File: src/rtl/mcbsp_rx_deser_if.sv
// mcbsp_rx_deser_if: chunk stream from the McBSP receive deserialiser to its consumer.
`timescale 1ns/1ps
interface mcbsp_rx_deser_if #(
  parameter int OUT_W  = 8,
  parameter int CHAN_W = 1
);
  logic              dataValid;
  logic              dataReady;
  logic [OUT_W-1:0]  data;
  logic [CHAN_W-1:0] dataChan;
  logic              dataLast;
  modport master (output dataValid, data, dataChan, dataLast, input dataReady);
  modport slave  (input dataValid, data, dataChan, dataLast, output dataReady);
endinterface

File: src/rtl/mcbsp_rx_deser.sv
// mcbsp_rx_deser: McBSP receive deserialiser slicing frames into tagged chunks behind a small FIFO.
`timescale 1ns/1ps
module mcbsp_rx_deser #(
  parameter int WORD_W          = 16,
  parameter int OUT_W           = 8,
  parameter int WORDS_PER_FRAME = 1,
  parameter int DATA_DELAY      = 1,
  parameter int MSB_FIRST       = 1,
  parameter int FIFO_DEPTH      = 4
) (
  input  logic interfaceClk,
  input  logic nRst,
  input  logic McBSPFSR,
  input  logic McBSPDR,
  input  logic clrStatus,
  mcbsp_rx_deser_if.master rx,
  output logic frameErr,
  output logic overflow
);
  localparam int CHAN_W = WORDS_PER_FRAME > 1 ? $clog2(WORDS_PER_FRAME) : 1;
  localparam int CPW    = WORD_W / OUT_W;
  localparam int BW     = OUT_W > 1 ? $clog2(OUT_W) : 1;
  localparam int CW     = CPW > 1 ? $clog2(CPW) : 1;
  localparam int PW     = $clog2(FIFO_DEPTH);
  localparam int EW     = OUT_W + CHAN_W + 1;

  typedef enum logic [1:0] {IDLE, DELAY, RECV} stateT;

  stateT             state;
  logic              fsrQ;
  logic [1:0]        dcnt;
  logic [OUT_W-1:0]  sh, shNext;
  logic [BW-1:0]     bcnt, bcntE;
  logic [CW-1:0]     ccnt, ccntE;
  logic [CHAN_W-1:0] wcnt, wcntE;
  logic              fs, sample, chunkDone, wordDone, lastChunk;
  logic [EW-1:0]     mem [FIFO_DEPTH];
  logic [PW-1:0]     wrPtr, rdPtr;
  logic [PW:0]       count;
  logic              notEmpty, full, pop, push, drop;

  // A frame start anywhere restarts counting from zero, so the effective counters mask on fs.
  always_comb begin
    fs        = McBSPFSR & ~fsrQ;
    sample    = fs ? (DATA_DELAY == 0) : (state == DELAY) ? (dcnt == 2'd1) : (state == RECV);
    bcntE     = fs ? '0 : bcnt;
    ccntE     = fs ? '0 : ccnt;
    wcntE     = fs ? '0 : wcnt;
    shNext    = MSB_FIRST != 0 ? {sh[OUT_W-2:0], McBSPDR} : {McBSPDR, sh[OUT_W-1:1]};
    chunkDone = sample & (bcntE == BW'(OUT_W - 1));
    wordDone  = chunkDone & (ccntE == CW'(CPW - 1));
    lastChunk = wordDone & (wcntE == CHAN_W'(WORDS_PER_FRAME - 1));
    notEmpty  = count != '0;
    full      = count == (PW+1)'(FIFO_DEPTH);
    pop       = notEmpty & rx.dataReady;
    push      = chunkDone & (~full | pop);
    drop      = chunkDone & full & ~pop;
  end

  always_ff @(negedge interfaceClk or negedge nRst)
    if (!nRst) begin
      state    <= IDLE;
      fsrQ     <= 1'b0;
      dcnt     <= '0;
      sh       <= '0;
      bcnt     <= '0;
      ccnt     <= '0;
      wcnt     <= '0;
      frameErr <= 1'b0;
    end else begin
      fsrQ     <= McBSPFSR;
      frameErr <= fs & (state != IDLE);
      dcnt     <= fs ? 2'(DATA_DELAY) : (state == DELAY) ? dcnt - 2'd1 : dcnt;
      sh       <= sample ? shNext : sh;
      bcnt     <= !sample ? bcntE : chunkDone ? '0 : bcntE + 1'b1;
      ccnt     <= !chunkDone ? ccntE : wordDone ? '0 : ccntE + 1'b1;
      wcnt     <= !wordDone ? wcntE : lastChunk ? '0 : wcntE + 1'b1;
      state    <= lastChunk ? IDLE
                : fs ? (DATA_DELAY == 0 ? RECV : DELAY)
                : (state == DELAY && dcnt == 2'd1) ? RECV : state;
    end

  always_ff @(negedge interfaceClk or negedge nRst)
    if (!nRst) begin
      wrPtr    <= '0;
      rdPtr    <= '0;
      count    <= '0;
      overflow <= 1'b0;
    end else begin
      wrPtr    <= wrPtr + PW'(push);
      rdPtr    <= rdPtr + PW'(pop);
      count    <= count + (PW+1)'(push) - (PW+1)'(pop);
      overflow <= drop | (overflow & ~clrStatus);
    end

  always_ff @(negedge interfaceClk)
    if (push) mem[wrPtr] <= {lastChunk, wcntE, shNext};

  assign rx.dataValid = notEmpty;
  assign {rx.dataLast, rx.dataChan, rx.data} = notEmpty ? mem[rdPtr] : '0;
endmodule

File: src/flat_wrapper.sv
// flat-port wrapper written by rule: the top's interface ports become plain ports
module mcbsp_rx_deser_flat 
#(
  parameter int WORD_W          = 16,
  parameter int OUT_W           = 8,
  parameter int WORDS_PER_FRAME = 1,
  parameter int DATA_DELAY      = 1,
  parameter int MSB_FIRST       = 1,
  parameter int FIFO_DEPTH      = 4
)
  (interfaceClk, nRst, McBSPFSR, McBSPDR, clrStatus, frameErr, overflow, rx_dataValid, rx_data, rx_dataChan, rx_dataLast, rx_dataReady);
  mcbsp_rx_deser_if #(.OUT_W(OUT_W)) rx_i ();
  input  logic interfaceClk;
  input  logic nRst;
  input  logic McBSPFSR;
  input  logic McBSPDR;
  input  logic clrStatus;
  output logic frameErr;
  output logic overflow;
  output wire logic [$bits(rx_i.dataValid)-1:0] rx_dataValid;
  output wire logic [$bits(rx_i.data)-1:0] rx_data;
  output wire logic [$bits(rx_i.dataChan)-1:0] rx_dataChan;
  output wire logic [$bits(rx_i.dataLast)-1:0] rx_dataLast;
  input wire logic [$bits(rx_i.dataReady)-1:0] rx_dataReady;
  assign rx_dataValid = rx_i.dataValid;
  assign rx_data = rx_i.data;
  assign rx_dataChan = rx_i.dataChan;
  assign rx_dataLast = rx_i.dataLast;
  assign rx_i.dataReady = rx_dataReady;
  mcbsp_rx_deser #(.WORD_W(WORD_W), .OUT_W(OUT_W), .WORDS_PER_FRAME(WORDS_PER_FRAME), .DATA_DELAY(DATA_DELAY), .MSB_FIRST(MSB_FIRST), .FIFO_DEPTH(FIFO_DEPTH)) u_core (.interfaceClk(interfaceClk), .nRst(nRst), .McBSPFSR(McBSPFSR), .McBSPDR(McBSPDR), .clrStatus(clrStatus), .rx(rx_i), .frameErr(frameErr), .overflow(overflow));
endmodule
File: config.mk
export PLATFORM = sky130hd
export DESIGN_NAME = mcbsp_rx_deser_flat
export DESIGN_NICKNAME = d
export VERILOG_FILES = /design/src/rtl/mcbsp_rx_deser_if.sv /design/src/rtl/mcbsp_rx_deser.sv /design/src/flat_wrapper.sv
export SDC_FILE = /design/constraint.sdc
export NUM_CORES = 1
export LEC_CHECK = 0
export ABC_AREA = 0
export CAP_MARGIN = 10
export CORE_MARGIN = 5
export CORE_UTILIZATION = 40
export DETAILED_ROUTE_END_ITERATION = 8
export HOLD_SLACK_MARGIN = 0.1
export PLACE_DENSITY = 0.62
export SETUP_SLACK_MARGIN = 0.5
export SKIP_CTS_REPAIR_TIMING = 1
export SYNTH_ARGS = -nofsm -noshare
export SYNTH_HDL_FRONTEND = slang
export SYNTH_SLANG_ARGS = --single-unit
File: constraint.sdc
create_clock -name interfaceClk -period 5.9 [get_ports interfaceClk]
set_input_delay 1.475 -clock interfaceClk [delete_from_list [all_inputs] [get_ports interfaceClk]]
set_output_delay 1.475 -clock interfaceClk [all_outputs]
set_load 0.03 [all_outputs]
Yosys cells after proc, flatten, opt, wreduce, memory -nomap -nowiden --
Memory sizes are Yosys's and may differ from the RTL's. Cells that the tools add are included. W data, S select, Z words.
Operators by class: bitwise gates (word level) 17, equality and inequality tests 5, reductions and logical operators 5, mux-type cells 19, add/subtract/negate cells 8
Operator list (count):
- $and A1 B1 Y1 | 10
- $mux W1 | 10
- $mux W10 | 1
- $mux W2 | 5
- $mux W3 | 3
- $eq A3 B3 Y1 const B | 2
- $reduce_bool A3 Y1 | 2
- $not A1 Y1 | 5
- $add A2 B1 Y2 | 2
- $eq A2 B1 Y1 const B | 2
- $reduce_bool A2 Y1 | 2
- $add A3 B1 Y3 | 1
- $add A3 B1 Y3 const B | 1
- $sub A3 B1 Y3 | 1
- $add A1 B1 Y1 const B | 2
- $eq A2 B2 Y1 const B | 1
- $or A1 B1 Y1 | 2
- $sub A2 B1 Y2 const B | 1
- $logic_and A1 B1 Y1 | 1
Storage, ports and cells: output and inout bits 13, bits in registers 26, word-level logic and storage cells 67, memories kept 1, RAM bits 40, input bits 6
Memories:
- u_core.mem | depth 4, width 10, rd ports 1, clocked after memory_dff 0, wr ports 1, line mcbsp_rx_deser.sv:37 | logic [EW-1:0] mem [FIFO_DEPTH];

Logic depth before layout (Yosys ltp) --
Gate-level depths: netlist of run 1.
depth after elaboration 9, depth in mapped cells 12, depth with buffers taken out 11

==> results.json, run 1 <==
{
  "status": "finished, violations left",
  "violations": "setup timing",
  "hold_class": "register to register",
  "htree_levels": 3,
  "rsz0062_at_grt": "true",
  "synth.most_common_cell": "edfxtp_1",
  "initial_core_util_pct": 40.9,
  "worstPathCellList": "buf_12 > mux4_2 > nor2b_1 > buf_2",
  "nets": 280,
  "cp-end-kind": "output pin",
  "grt_pass1_vias": 1736,
  "routabilityCongestion": 0.792,
  "crit_fanout": 10,
  "drv_slew": 0,
  "synth-edff-count": 40,
  "rows": 30,
  "pin_count": 19,
  "cp_top_family": "multiplexers",
  "ant_nets": 0,
  "synth_compound_area_share_pct": 1.32,
  "path_buf_inv": 2,
  "grt_max_degree": 27,
  "final.setup.worst_slack_ps": -310,
  "antenna_found_initial": 0,
  "setup.worst_path.start_class": "register",
  "finalSetupViolCount": 11,
  "synth_flop_cell": "edfxtp_1",
  "cap_violations": 0,
  "leakage_nw": 1.81,
  "clk_latency_ps": 400,
  "yosys_warnings": 0,
  "yosys-mux-area-fraction_pct": 13.0,
  "power_density_mw_per_mm2": 477,
  "cts_inserted_buffers": 9,
  "syn_inst": 164,
  "initialDrtViolationCount": 43,
  "syn_nets": 179,
  "insertedDiodeCount": 0,
  "root_buffer": "clkbuf_8",
  "multi_input_area_mm2": 0.00112,
  "synth_top_area_share_pct": 43.8,
  "dieWidth_um": 92.8,
  "layout.area.seq_mm2": 0.00185,
  "async_reset_ff_share_pct": 39.4,
  "holdWs_ps": 451,
  "ys_ff_latch": 66,
  "yosys-top-cells-count": "edfxtp_1 (40), dfrtn_1 (26), nor2b_1 (13)",
  "cts_sinks": 66,
  "coreArea_mm2": 0.00672,
  "crit_required_ps": 4430,
  "die_area_mm2": 0.00862,
  "grt_overflow": 0,
  "avgSynthCellArea_um2": 16.7,
  "cts_tree": "built",
  "syn_area_mm2": 0.00275,
  "portBuffers": 18,
  "drive_above_1_share_pct": 45.9,
  "clkTransAtPathRegs_ps": 60,
  "worst_ir_drop_vdd_mv": 0.232,
  "fill_cells": 523,
  "synth_area_leaders": "edfxtp_1 (44%), dfrtn_1 (24%), mux4_2 (8.2%)",
  "grt.total_usage_pct": 13.0,
  "ys_seq_area_share_pct": 67.5,
  "synth_top_family_by_area": "multiplexers",
  "synthAdderAreaFrac_pct": 4.38,
  "num_vias": 1697,
  "die_h_um": 92.8,
  "slew_headroom_pct": 75.7,
  "drt_pass1_iterations": 4,
  "synth-simple-area-share_pct": 10.1,
  "cp_slowest_stage_delay_ps": 500,
  "grt_pass1_wl_mm": 8.34,
  "worstMarginPinSlew_ps": 354,
  "dp_hpwl_mm": 3.39,
  "routed_wl_mm": 5.72,
  "worstPathArrival_ps": 4730,
  "routedWlPerCell_um": 16.4,
  "finalHoldViolations": 0,
  "fin_skew_ps": 65.3,
  "drc": 0,
  "power.total_w": 0.00195,
  "synth_cell_types": 30,
  "cts_max_path_buffers": 2,
  "synth_area_leader_cell": "edfxtp_1",
  "via_per_inst": 4.85,
  "worstSetupPathType": "register to output pin",
  "areaGrowthSynthToFinish_pct": 48.7,
  "crit_slowest_cell": "mux4_2",
  "synthXorXnorAreaFrac_pct": 1.60
}
-- flip-flops by register name (all words and copies together) (netlist names) --
name	cells
u_core.bcnt	3
u_core.ccnt	1
u_core.count	3
u_core.dcnt	2
u_core.frameErr	1
u_core.fsrQ	1
u_core.mem	40
u_core.overflow	1
u_core.rdPtr	2
u_core.sh	7
u_core.state	2
u_core.wcnt	1
u_core.wrPtr	2
-- metrics by stage --
step           cells  utilization, %  setup WS [ps]  setup TNS [ps]  cell area [um^2]
3_5_place_dp     280            51.8           -782          -39550              3480
3_3_place_gp     280            51.8           -684          -35550              3480
2_1_floorplan    164               -           -386          -11130              2980
4_1_cts          335            57.2           -770          -21270              3840
5_1_grt          350            60.7           -371           -3760              4080
6_report         350            60.7           -310           -3000              4080
-- report_power, final --
group          switching, W  internal, W
Sequential        0.0000852     0.000593
Clock              0.000266     0.000243
Combinational      0.000346     0.000413
Total              0.000698      0.00125
-- layout make-up --
cell class	count	share of cell area [%]
clock buffer	9	3.03
clock inverter	47	5.89
inverter	10	1.35
multi-input combinational	83	27.4
sequential	66	45.4
tap	80	2.45
timing repair buffer	55	14.5
-- path summary, 6_finish.rpt --
path                            startpoint              end  slack [ps]  cells past startpoint
max                        u_core.rdPtr[0]       rx_data[7]        -310                      4
min                        u_core.overflow  u_core.overflow         450                      1
max reg2reg                u_core.count[1]  u_core.count[2]        3600                     10
min reg2reg                u_core.overflow  u_core.overflow         450                      1
max in group asynchronous             nRst      u_core.wcnt        1280                      2
min in group asynchronous             nRst  u_core.rdPtr[0]        4340                      2
-- routing by layer --
| layer | vias up | GRT usage (%) | wire (um) | part of all wire (%) |
|---|---|---|---|---|
| li1 | 811 | - | - | - |
| met1 | 850 | 14.5 | 2270 | 40 |
| met2 | 26 | 22.4 | 3120 | 54 |
| met3 | 10 | 3.82 | 235 | 4.1 |
| met4 | 0 | 6.96 | 94 | 1.6 |
| met5 | - | 0 | 0 | 0 |
-- cell usage in the layout (no fill, tap or decap), types with 4 or more instances in the layout --
| cell type | netlist | final |
|---|---|---|
| inv_1 | 11 | 45 |
| edfxtp_1 | 40 | 40 |
| dfrtn_1 | 26 | 26 |
| buf_4 | 0 | 19 |
| mux4_2 | 10 | 10 |
| buf_2 | 1 | 10 |
| nor2b_4 | 0 | 9 |
| clkbuf_8 | 0 | 9 |
| buf_12 | 0 | 8 |
| mux2_4 | 0 | 7 |
| buf_6 | 0 | 7 |
| nor2_1 | 7 | 5 |
| ha_4 | 0 | 5 |
| nor2b_1 | 13 | 4 |
| nand2_1 | 4 | 4 |
-- logic make-up after synthesis --
logic type                 count (synthesis)
buffers and inverters                     15
muxes                                     22
AOI/OAI and AO/OA                          5
DFF                                       66
adders and majority gates                  9
xor gates and xnor gates                   5
and+or+nand+nor                           42
Note: power is estimated with default switching activity, not from simulation.
==> inputs of run 2 (changes only) <==
CTS_BUF_LIST = sky130_fd_sc_hd__clkbuf_2 sky130_fd_sc_hd__clkbuf_4 sky130_fd_sc_hd__clkbuf_8   (was not set)
CTS_CLUSTER_DIAMETER = 80   (was not set)
==> results of run 2 <==
Same layout as run 1: the final DEF is identical, and so are final timing and power.
==> inputs of run 3 (changes only) <==
CORE_ASPECT_RATIO = 1.2   (was not set)
==> results.json, run 3 (synthesized netlist as in run 1, its figures left out) <==
{
  "worst-path-stages": 4,
  "finalSetupViolCount": 13,
  "coreArea_mm2": 0.00677,
  "layout.area.seq_mm2": 0.00185,
  "pin_count": 19,
  "antenna_found_initial": 0,
  "path_buf_inv": 2,
  "clk_latency_ps": 410,
  "worstPathArrival_ps": 4710,
  "hold_depth": 1,
  "htree_levels": 3,
  "worst_ir_drop_vdd_mv": 0.205,
  "grt_overflow": 0,
  "power_density_mw_per_mm2": 477,
  "routed_wl_mm": 5.64,
  "cp_top_family": "multiplexers",
  "rsz0062_at_grt": "true",
  "crit_fanout": 10,
  "portBuffers": 18,
  "dieWidth_um": 85.6,
  "top_layer_used": "met4",
  "root_buffer": "clkbuf_8",
  "routedWlPerCell_um": 16.0,
  "drt_pass1_iterations": 4,
  "rr_endpoint": "u_core.count[2]",
  "cts_tree": "built",
  "final_common_cell": "inv_1",
  "cts_sinks": 66,
  "worstSetupPathType": "register to output pin",
  "insertedDiodeCount": 0,
  "top_regs": "u_core.mem (40), u_core.sh (7)",
  "initialDrtViolationCount": 73,
  "ant_nets": 0,
  "setup.worst_path.start_class": "register",
  "crit_slowest_cell": "mux4_2",
  "largest_register_ff_count": 40,
  "areaGrowthSynthToFinish_pct": 45.9,
  "drive_above_1_share_pct": 44.2,
  "grt_pass1_wl_mm": 8.61,
  "nets": 275,
  "crit_required_ps": 4430,
  "slew_headroom_pct": 76.0,
  "die_h_um": 101,
  "final_util_pct": 59.2,
  "worstMarginPinSlew_ps": 350,
  "worstPathCellList": "buf_12 > mux4_2 > nor2b_1 > buf_2",
  "whs_endpoint": "u_core.overflow",
  "routabilityCongestion": 0.812,
  "cp_slowest_stage_delay_ps": 490,
  "drc": 0,
  "finalHoldViolations": 0,
  "drv_slew": 0,
  "hold_class": "register to register",
  "fin_skew_ps": 83.5,
  "final.setup.worst_slack_ps": -283,
  "r2r_cells": 10,
  "fill_cells": 529,
  "top_register": "u_core.mem",
  "ff2ff_setup_slack_ps": 3630,
  "wl_met1_mm": 2.18,
  "status": "finished, violations left",
  "pre_cts_ws_ps": -750,
  "die_area_mm2": 0.00863,
  "final_cell_mix": "inv_1 (46), edfxtp_1 (40), dfrtn_1 (26), buf_4 (17), buf_2 (11)",
  "holdWs_ps": 445,
  "met3_length_um": 218,
  "violations": "setup timing",
  "grt_pass1_vias": 1790,
  "r2r_start": "u_core.count[0]",
  "cp-end-kind": "output pin",
  "cap_violations": 0,
  "via_per_inst": 4.82,
  "dp_hpwl_mm": 3.45,
  "rows": 33,
  "clkTransAtPathRegs_ps": 50,
  "cts_max_path_buffers": 2,
  "grt.total_usage_pct": 13.3,
  "num_vias": 1695,
  "initial_core_util_pct": 40.5,
  "min_from": "u_core.overflow",
  "fin_tns_setup_ps": -2750,
  "multi_input_area_mm2": 0.00112,
  "cts_inserted_buffers": 9,
  "wl_met2_mm": 3.13,
  "grt_max_degree": 27,
  "leakage_nw": 1.76
}
run 3: changes by cell type in the layout (fill, tap and decap cells not counted), sizes merged:
cell / change
clkinv: +1
buf: -4
inv: -3
clkinvlp: +1
run 3: stage by stage:
stage	instance area [um^2]	total power, W	std cells
floorplan	2980	0.00122	164
CTS	3830	0.00193	341
finish	4010	0.00191	352
global placement	3480	0.00145	286
global route	4010	0.00204	352
detailed placement	3480	0.00148	286
run 3: power by group:
group,total (W),internal (W),leakage [nW],switching [W]
clock,0.000488,0.000243,0.314,0.000246
combinational,0.000748,0.000405,0.758,0.000343
sequential,0.000674,0.000594,0.690,0.0000809
total,0.00191,0.00124,1.76,0.000670
run 3: cell type report:
type | count | share of cell area (%)
flip-flops and latches | 66 | 46.2
multi-input cells | 83 | 27.9
repair buffers | 50 | 13.3
clock inverters | 46 | 5.37
clock buffers | 10 | 3.44
well taps | 87 | 2.72
inverters | 10 | 1.06
run 3: worst max-delay path by stage:
stage	slack, ps	startpoint	to
after floorplan	-390	McBSPFSR	u_core.count[2]
after global placement	-690	McBSPFSR	u_core.count[2]
after detailed placement	-750	McBSPFSR	u_core.count[2]
after CTS	-730	u_core.rdPtr[0]	rx_data[7]
after global routing	-350	u_core.rdPtr[0]	rx_data[5]
final	-280	u_core.rdPtr[0]	rx_data[7]
run 3: metal layers:
metal / GRT usage [%] / vias up
li1: - / 801
met1: 14.4 / 849
met2: 24.3 / 32
met3: 3.68 / 13
met4: 5.85 / 0
met5: 0 / -
